## src/rtl/l1i_miss_unit_if.sv

```systemverilog
// ----------------------------------------------------------------------------
// l1i_miss_unit_if
// L1I miss unit <-> L2 request/return bus.
//   master : the miss unit (drives request, receives grant and returned line)
//   slave  : the L2 port (drives grant and returned line, receives request)
// Signals:
//   l2_req           request L2 arbitration
//   l2_grant         grant, combinational from L2 free & l2_req
//   l2_req_valid     request valid, sampled by L2 while free
//   l2_req_paddr     line-aligned physical address
//   l2_req_cached    cacheability of the request
//   l2_returned      one-cycle pulse, returned line valid
//   l2_returned_data returned line
// ----------------------------------------------------------------------------
interface l1i_miss_unit_if #(
    parameter int unsigned PADDR_WIDTH = 32,
    parameter int unsigned LINE_WIDTH  = 128
);
    logic                   l2_req;
    logic                   l2_grant;
    logic                   l2_req_valid;
    logic [PADDR_WIDTH-1:0] l2_req_paddr;
    logic                   l2_req_cached;
    logic                   l2_returned;
    logic [LINE_WIDTH-1:0]  l2_returned_data;

    modport master (
        output l2_req,
        output l2_req_valid,
        output l2_req_paddr,
        output l2_req_cached,
        input  l2_grant,
        input  l2_returned,
        input  l2_returned_data
    );

    modport slave (
        input  l2_req,
        input  l2_req_valid,
        input  l2_req_paddr,
        input  l2_req_cached,
        output l2_grant,
        output l2_returned,
        output l2_returned_data
    );
endinterface

```

## src/rtl/l1i_miss_unit.sv

```systemverilog
// ----------------------------------------------------------------------------
// l1i_miss_unit
// Handles one L1 instruction-cache miss at a time: accepts the miss, arbitrates
// for the L2, issues the line-aligned address, waits for the line and drives a
// one-cycle refill write into the L1I arrays.
// Ports:
//   i_clk, i_rst                  clock, synchronous active-high reset
//   i_miss_valid/paddr/cached     miss from the L1I lookup stage
//   o_miss_ready                  unit idle, miss accepted when valid
//   i_flush                       kill pending miss (redirect / fence.i)
//   l2                            L2 request/return bus (master side)
//   o_refill_valid/paddr/cached/data  one-cycle refill write
//   o_timeout                     sticky, WAIT reached TIMEOUT_CYCLES
//   o_miss_count                  accepted-miss counter, wraps
// ----------------------------------------------------------------------------
module l1i_miss_unit #(
    parameter int unsigned PADDR_WIDTH         = 32,
    parameter int unsigned CACHELINE_SIZE      = 16,
    parameter int unsigned CACHELINE_SIZE_BITS = 4,
    parameter int unsigned TIMEOUT_CYCLES      = 1024,
    parameter int unsigned TIMEOUT_BITS        = 11
) (
    input  logic                        i_clk,
    input  logic                        i_rst,

    input  logic                        i_miss_valid,
    input  logic [PADDR_WIDTH-1:0]      i_miss_paddr,
    input  logic                        i_miss_cached,
    output logic                        o_miss_ready,
    input  logic                        i_flush,

    l1i_miss_unit_if.master             l2,

    output logic                        o_refill_valid,
    output logic [PADDR_WIDTH-1:0]      o_refill_paddr,
    output logic                        o_refill_cached,
    output logic [CACHELINE_SIZE*8-1:0] o_refill_data,

    output logic                        o_timeout,
    output logic [31:0]                 o_miss_count
);

    typedef logic [PADDR_WIDTH-1:0]      paddr_t;
    typedef logic [CACHELINE_SIZE*8-1:0] icache_data_entry_t;

    typedef enum logic [1:0] {
        StIdle,
        StReq,
        StWait,
        StRefill
    } state_e;

    localparam paddr_t LineMask =
        ~PADDR_WIDTH'((64'd1 << CACHELINE_SIZE_BITS) - 64'd1);
    localparam logic [TIMEOUT_BITS-1:0] TmoMax  = TIMEOUT_BITS'(TIMEOUT_CYCLES);
    localparam logic [TIMEOUT_BITS-1:0] TmoLast = TIMEOUT_BITS'(TIMEOUT_CYCLES - 1);

    state_e                  state_q, state_d;
    paddr_t                  paddr_q, paddr_d;
    logic                    cached_q, cached_d;
    icache_data_entry_t      data_q, data_d;
    logic                    kill_q, kill_d;
    logic [TIMEOUT_BITS-1:0] tmo_cnt_q, tmo_cnt_d;
    logic                    timeout_q, timeout_d;
    logic [31:0]             miss_count_q, miss_count_d;

    logic accept;
    // A flush in the same cycle as the return also kills the line.
    logic kill_now;

    assign accept   = (state_q == StIdle) && i_miss_valid && !i_flush;
    assign kill_now = kill_q || i_flush;

    // ------------------------------------------------------------------
    // State register
    // ------------------------------------------------------------------
    always_ff @(posedge i_clk) begin
        if (i_rst) begin
            state_q <= StIdle;
        end else begin
            state_q <= state_d;
        end
    end

    // ------------------------------------------------------------------
    // Next-state logic
    // ------------------------------------------------------------------
    always_comb begin
        state_d = state_q;
        case (state_q)
            StIdle: begin
                if (accept) state_d = StReq;
            end
            StReq: begin
                // Once granted the L2 has latched the request; a flush can no
                // longer withdraw it, so we must still wait for the return.
                if (l2.l2_grant)  state_d = StWait;
                else if (i_flush) state_d = StIdle;
            end
            StWait: begin
                if (l2.l2_returned) state_d = kill_now ? StIdle : StRefill;
            end
            StRefill: begin
                state_d = StIdle;
            end
            default: state_d = StIdle;
        endcase
    end

    // ------------------------------------------------------------------
    // Output logic
    // ------------------------------------------------------------------
    always_comb begin
        o_miss_ready     = 1'b0;
        l2.l2_req        = 1'b0;
        l2.l2_req_valid  = 1'b0;
        l2.l2_req_paddr  = '0;
        l2.l2_req_cached = 1'b0;
        o_refill_valid   = 1'b0;
        o_refill_paddr   = '0;
        o_refill_cached  = 1'b0;
        o_refill_data    = '0;
        case (state_q)
            StIdle: begin
                o_miss_ready = 1'b1;
            end
            StReq: begin
                l2.l2_req        = 1'b1;
                l2.l2_req_valid  = l2.l2_grant;
                l2.l2_req_paddr  = paddr_q;
                l2.l2_req_cached = cached_q;
            end
            StRefill: begin
                o_refill_valid  = 1'b1;
                o_refill_paddr  = paddr_q;
                o_refill_cached = cached_q;
                o_refill_data   = data_q;
            end
            default: ;
        endcase
    end

    assign o_timeout    = timeout_q;
    assign o_miss_count = miss_count_q;

    // ------------------------------------------------------------------
    // Datapath next-state
    // ------------------------------------------------------------------
    always_comb begin
        paddr_d      = paddr_q;
        cached_d     = cached_q;
        data_d       = data_q;
        kill_d       = kill_q;
        tmo_cnt_d    = tmo_cnt_q;
        timeout_d    = timeout_q;
        miss_count_d = miss_count_q;
        case (state_q)
            StIdle: begin
                if (accept) begin
                    paddr_d      = i_miss_paddr & LineMask;
                    cached_d     = i_miss_cached;
                    miss_count_d = miss_count_q + 32'd1;
                end
            end
            StReq: begin
                if (l2.l2_grant) begin
                    tmo_cnt_d = '0;
                    kill_d    = i_flush;
                end
            end
            StWait: begin
                if (tmo_cnt_q != TmoMax) tmo_cnt_d = tmo_cnt_q + 1'b1;
                if (tmo_cnt_q == TmoLast) timeout_d = 1'b1;
                if (i_flush) kill_d = 1'b1;
                if (l2.l2_returned) begin
                    if (kill_now) kill_d = 1'b0;
                    else          data_d = l2.l2_returned_data;
                end
            end
            default: ;
        endcase
    end

    always_ff @(posedge i_clk) begin
        if (i_rst) begin
            paddr_q      <= '0;
            cached_q     <= 1'b0;
            data_q       <= '0;
            kill_q       <= 1'b0;
            tmo_cnt_q    <= '0;
            timeout_q    <= 1'b0;
            miss_count_q <= '0;
        end else begin
            paddr_q      <= paddr_d;
            cached_q     <= cached_d;
            data_q       <= data_d;
            kill_q       <= kill_d;
            tmo_cnt_q    <= tmo_cnt_d;
            timeout_q    <= timeout_d;
            miss_count_q <= miss_count_d;
        end
    end

endmodule

```

## src/flat_wrapper.sv

```systemverilog
// flat-port wrapper written by rule: the top's interface ports become plain ports
module l1i_miss_unit_flat 
#(
    parameter int unsigned PADDR_WIDTH         = 32,
    parameter int unsigned CACHELINE_SIZE      = 16,
    parameter int unsigned CACHELINE_SIZE_BITS = 4,
    parameter int unsigned TIMEOUT_CYCLES      = 1024,
    parameter int unsigned TIMEOUT_BITS        = 11
)
  (i_clk, i_rst, i_miss_valid, i_miss_paddr, i_miss_cached, o_miss_ready, i_flush, o_refill_valid, o_refill_paddr, o_refill_cached, o_refill_data, o_timeout, o_miss_count, l2_l2_req, l2_l2_req_valid, l2_l2_req_paddr, l2_l2_req_cached, l2_l2_grant, l2_l2_returned, l2_l2_returned_data);
  l1i_miss_unit_if #(.PADDR_WIDTH(PADDR_WIDTH), .LINE_WIDTH(128)) l2_i ();
  input  logic i_clk;
  input  logic i_rst;
  input  logic i_miss_valid;
  input  logic [PADDR_WIDTH-1:0] i_miss_paddr;
  input  logic i_miss_cached;
  output logic o_miss_ready;
  input  logic i_flush;
  output logic o_refill_valid;
  output logic [PADDR_WIDTH-1:0] o_refill_paddr;
  output logic o_refill_cached;
  output logic [CACHELINE_SIZE*8-1:0] o_refill_data;
  output logic o_timeout;
  output logic [31:0] o_miss_count;
  output wire logic [$bits(l2_i.l2_req)-1:0] l2_l2_req;
  output wire logic [$bits(l2_i.l2_req_valid)-1:0] l2_l2_req_valid;
  output wire logic [$bits(l2_i.l2_req_paddr)-1:0] l2_l2_req_paddr;
  output wire logic [$bits(l2_i.l2_req_cached)-1:0] l2_l2_req_cached;
  input wire logic [$bits(l2_i.l2_grant)-1:0] l2_l2_grant;
  input wire logic [$bits(l2_i.l2_returned)-1:0] l2_l2_returned;
  input wire logic [$bits(l2_i.l2_returned_data)-1:0] l2_l2_returned_data;
  assign l2_l2_req = l2_i.l2_req;
  assign l2_l2_req_valid = l2_i.l2_req_valid;
  assign l2_l2_req_paddr = l2_i.l2_req_paddr;
  assign l2_l2_req_cached = l2_i.l2_req_cached;
  assign l2_i.l2_grant = l2_l2_grant;
  assign l2_i.l2_returned = l2_l2_returned;
  assign l2_i.l2_returned_data = l2_l2_returned_data;
  l1i_miss_unit #(.PADDR_WIDTH(PADDR_WIDTH), .CACHELINE_SIZE(CACHELINE_SIZE), .CACHELINE_SIZE_BITS(CACHELINE_SIZE_BITS), .TIMEOUT_CYCLES(TIMEOUT_CYCLES), .TIMEOUT_BITS(TIMEOUT_BITS)) u_core (.i_clk(i_clk), .i_rst(i_rst), .i_miss_valid(i_miss_valid), .i_miss_paddr(i_miss_paddr), .i_miss_cached(i_miss_cached), .o_miss_ready(o_miss_ready), .i_flush(i_flush), .l2(l2_i), .o_refill_valid(o_refill_valid), .o_refill_paddr(o_refill_paddr), .o_refill_cached(o_refill_cached), .o_refill_data(o_refill_data), .o_timeout(o_timeout), .o_miss_count(o_miss_count));
endmodule
```

## config.mk

```make
export PLATFORM = sky130hd
export DESIGN_NAME = l1i_miss_unit_flat
export DESIGN_NICKNAME = d
export VERILOG_FILES = /design/src/rtl/l1i_miss_unit_if.sv /design/src/rtl/l1i_miss_unit.sv /design/src/flat_wrapper.sv
export SDC_FILE = /design/constraint.sdc
export NUM_CORES = 1
export LEC_CHECK = 0
export CORE_MARGIN = 4
export CORE_UTILIZATION = 40
export DETAILED_ROUTE_END_ITERATION = 8
export PLACE_DENSITY_LB_ADDON = 0.05
export REMOVE_ABC_BUFFERS = 1
export SETUP_SLACK_MARGIN = 0.02
export SKIP_LAST_GASP = 1
export SYNTH_ARGS = -nofsm -noshare
export SYNTH_HDL_FRONTEND = slang
export SYNTH_SLANG_ARGS = --single-unit
```

## constraint.sdc

```tcl
create_clock -name i_clk -period 4 [get_ports i_clk]
set_input_delay 0.8 -clock i_clk [delete_from_list [all_inputs] [get_ports i_clk]]
set_output_delay 0.8 -clock i_clk [all_outputs]
set_load 0.005 [all_outputs]
```

Word level (Yosys, flattened, before mapping). Cells that the tools add are included.

Add/sub/neg operators: 2. Equal/unequal tests: 10. Multiplexer cells: 23. Bitwise gates (word level): 1. Reductions and logical operators: 12.

Operator list (number): 2-to-1 mux 128 bit (1); 2-to-1 mux 32 bit (2); adder 32 x 1 -> 32 bit (second input constant) (1); 2-to-1 mux 11 bit (2); one-hot mux 11 bit (2 select lines) (1); adder 11 x 1 -> 11 bit (second input constant) (1); == test 11 x 10 -> 1 bit (second input constant) (1); inequality test 11 bit (second input constant) (1); 2-to-1 mux 1 bit (10); 2-to-1 mux 2 bit (5); AND reduction 3 bit (3); one-hot mux 2 bit (4 select lines) (1); AND reduction 2 bit (3); == test 2 bit (second input constant) (2); inequality test 2 x 1 -> 1 bit (second input constant) (2); inequality test 2 bit (second input constant) (2); inequality test 3 bit (second input constant) (1); == test 2 x 1 -> 1 bit (second input constant) (1); logical AND 1 bit (2); logical NOT 2 bit (1); one-hot mux 1 bit (2 select lines) (1); nonzero test 2 bit (1); logical NOT 1 bit (1); logical OR 1 bit (1); inverter 1 bit (1).

Register bits: 204. Input bits: 167. Output and inout port bits: 231. Word-level logic and storage cells: 56.

Longest topological paths before layout.
Word-level depth: 5. Depth in mapped cells: 8.

Least setup slack after synthesis. No wires, ideal clock.

Kind: input-to-reg. Start point: input i_flush. End point: register u_core.miss_count_q[31], in the netlist u_core.o_miss_count[31]. Library setup time: 0.070 ns. Arrival: 2.570 ns. Data required time: 3.930 ns. Path slack: 1.360 ns. Cell stages on the path: 7. Cells stage by stage: buf_6 > or4b_4 > buf_6 > nor4_4 > nand2_2 > or4_1 > a21oi_1.

Cells in the longest elaborated chain, start to end: 3.

RTL lines: from (decl) (line flat_wrapper.sv:18) `input logic i_flush;`; logical NOT 1 bit (line l1i_miss_unit.sv:71) `assign accept = (state_q == StIdle) && i_miss_valid && !i_flush;`; logical AND 1 bit (line l1i_miss_unit.sv:71); AND reduction 2 bit (no line); to (signal assigned) (line l1i_miss_unit.sv:200) `miss_count_q <= miss_count_d;`; to (decl) (line l1i_miss_unit.sv:65) `logic [31:0] miss_count_q, miss_count_d;`.

No other way between the ends. A chain may end at the register's enable or synchronous reset.

Final worst setup path.
Start point: register u_core.state_q[1]. End point: output o_refill_paddr[21].

Cells in the longest elaborated chain, start to end: 2.

RTL lines: from (decl) (line l1i_miss_unit.sv:58) `state_e state_q, state_d;`; from (signal assigned) (line l1i_miss_unit.sv:79) `state_q <= StIdle;`; from (signal assigned) (line l1i_miss_unit.sv:81) `state_q <= state_d;`; == test 2 bit (line l1i_miss_unit.sv:123) `case (state_q)`; 2-to-1 mux 32 bit (line l1i_miss_unit.sv:123); to (decl) (line flat_wrapper.sv:20) `output logic [PADDR_WIDTH-1:0] o_refill_paddr;`.

No other way between the ends.

==> results.json <==
{
  "slowest_delay_ns": 0.87,
  "hold_class": "flop to flop",
  "synth_edf_count": 0,
  "overflow": 0,
  "drtIter0Drc": 566,
  "hold_viol_final": 0,
  "cp.required_ns": 3.20,
  "num_rows": 54,
  "routed_via_density": 5.042,
  "vias": 9095,
  "drc": 0,
  "fmax_ghz": 0.2883,
  "cp.buffers_inverters": 2,
  "clock_sinks": 204,
  "yosysTopAreaCellShare_pct": 45.64,
  "final_cell_mix": "clkdlybuf4s50_1, nand2_1, dfxtp_1",
  "max-slew-margin-rel_pct": 45.66,
  "antenna_found_initial": 2,
  "cp_top_family": "buffers and inverters",
  "wl_per_cell_um": 16.79,
  "powerDensity_nw_per_um2": 340.6,
  "synth.distinct_cells": 42,
  "die_y_um": 157.6,
  "ant_nets": 0,
  "p_switching_uw": 1062,
  "p_leak_uw": 0.005271,
  "finalMaxSlewViolations": 0,
  "clk_path_buf_depth": 3,
  "cp_cell_sequence": "buf_4, and3_1, clkdlybuf4s50_1",
  "final_common_cell": "clkdlybuf4s50_1",
  "setup-tns-final_ns": 0,
  "dp_hpwl_mm": 20.25,
  "synth_area_leaders": "dfxtp_1, nand2_1, and3_1",
  "synth_seq_cells": 204,
  "swShare_pct": 22.82,
  "grt_max_degree": 107,
  "setup_viol": 0,
  "first_pass_iters": 5,
  "rsz0062_at_grt": "false",
  "portBuffers": 385,
  "final_layout_size_suffix_gt1_share_pct": 3.940,
  "fin_crit_sh_pct": 86.70,
  "start_util_pct": 40.88,
  "cap_viol_max_count": 0,
  "tightest_slew_ns": 0.8113,
  "synth_area_um2": 8949,
  "cts_buffers": 23,
  "gp_congestion": 0.8006,
  "synth_warnings": 0,
  "clk_latency_ns": 0.49,
  "grt_pass1_vias": 8358,
  "area_delta_synth_final_pct": 52.68,
  "die_area_um2": 24830,
  "whs_path_depth": 2,
  "wl_mm": 30.29,
  "min_period_ns": 3.468,
  "reg2reg_depth": 8,
  "syn_area_per_cell_um2": 7.558,
  "pwr-share-clk_pct": 45.6,
  "core-area_um2": 21890,
  "async_reset_ff_share_pct": 0,
  "synth_area_leader_cell": "dfxtp_1",
  "hold_buffers": 0,
  "worst_slack_ns": 0.5318,
  "grt_pass1_wl_mm": 45.55,
  "h-tree-depth": 1,
  "cp-end-kind": "primary output",
  "crit_slowest_cell": "dfxtp_4",
  "power.internal_uw": 3592,
  "path_clk_slew_ns": 0.06,
  "cts_tree": "built",
  "crit_path_max_fanout": 85,
  "synth_cells": 1184,
  "synthFlopType": "dfxtp_1",
  "pre_cts_ws_ns": 0.8716,
  "pwr-share-comb_pct": 8.8,
  "fin_nets": 1678,
  "postCtsSetupBuffers": 0,
  "start_kind": "flop",
  "crit_type": "flop to primary output",
  "grt_util_all_layers_pct": 22.47,
  "die_w_um": 157.6,
  "total_power_uw": 4654,
  "fin_worst_skew_ns": 0.008191,
  "sequentialPowerShare_pct": 45.6,
  "cts_resized": 0,
  "status": "finished clean",
  "arrival_ns": 2.67,
  "io_pins": 398,
  "ir_drop_v": 0.0002171,
  "cp.depth": 3,
  "yosysSeqAreaShare_pct": 45.64,
  "clockRootBuffer": "clkbuf_16"
}
sequential cells by signal, indices dropped and copies added, names as in the netlist:
signal and flops:
u_core.cached_q 1, u_core.paddr_q 28, u_core.data_q 128, u_core.o_timeout 1, u_core.o_miss_count 32, u_core.state_q 2, u_core.kill_q 1, u_core.tmo_cnt_q 11
final timing paths:
check / from / to / slack (ns)
hold reg to reg: u_core.data_q[41]$_SDFFE_PP0P_ / u_core.data_q[41]$_SDFFE_PP0P_ / 0.45
hold / removal: u_core.data_q[41]$_SDFFE_PP0P_ / u_core.data_q[41]$_SDFFE_PP0P_ / 0.45
setup / recovery: u_core.state_q[1]$_SDFFE_PP0P_ / o_refill_paddr[21] / 0.53
setup reg to reg: u_core.state_q[0]$_SDFFE_PP0P_ / u_core.data_q[116]$_SDFFE_PP0P_ / 1.26
metrics by stage:
stage          cells  utilization [%]  hold WS (ns)  area [µm²]
2_1_floorplan   1083                -        0.4258        8523
3_3_place_gp    1763            58.96        0.4367       12910
3_5_place_dp    1763            58.96        0.4420       12910
4_1_cts         1803            62.40        0.4502       13660
5_1_grt         1804            62.41        0.4624       13660
6_report        1804            62.41        0.4482       13660
power groups by stage:
stage | registers, µW | clock network, µW | logic [µW]
final | 2120 | 2120 | 407
after global routing | 2130 | 2250 | 445
after CTS | 2120 | 2180 | 410
after detailed placement | 2170 | 0 | 408
after global placement | 2170 | 0 | 405
after floorplan | 2170 | 0 | 117
routing by layer:
metal	vias up	track usage [%]	wire [µm]
met4	2	5.449	654
li1	4568	-	-
met5	-	0	12
met2	280	38.65	14730
met1	4206	27.89	12490
met3	39	6.534	2403
tightest hold or removal path, stage by stage, from the launching register on:
cell,delay (ns)
dfxtp_1,0.30
nand2_1,0.05
a21oi_1,0.05
cell type report:
| type | instances | area, µm² |
|---|---|---|
| diodes | 1 | 2.502 |
| clock buffers | 33 | 643.1 |
| clock inverters | 7 | 110.1 |
| fillers | 2004 | 8228 |
| inverters | 9 | 33.78 |
| multi-input cells | 870 | 4427 |
| flip-flops and latches | 204 | 4091 |
| well taps | 280 | 350.3 |
| repair buffers | 400 | 4005 |
cell usage after synthesis (4+ instances only):
cell / n
nand2_1: 335
dfxtp_1: 204
a21oi_1: 169
and3_1: 163
clkbuf_1: 96
nor2_1: 43
and2_1: 32
xnor2_1: 17
nand3_1: 15
xor2_1: 15
nand4_1: 10
inv_1: 9
buf_4: 8
nor3_1: 8
nor4_1: 6
and4_1: 5
o21ai_0: 5
or3_1: 5
nand2b_1: 4
kinds of logic (layout without fill, tap and decap cells):
logic type,after synthesis,in the layout,synth area share [%]
other cells,1,9,0.04191
mux,1,1,0.1119
xor+xnor,32,32,3.132
compound gates,187,187,10.86
buf+inv,117,449,5.425
simple gates,639,639,34.37
flops,204,204,45.64
fa+ha+maj,3,3,0.4195
Power figures use the tool's default switching activity.
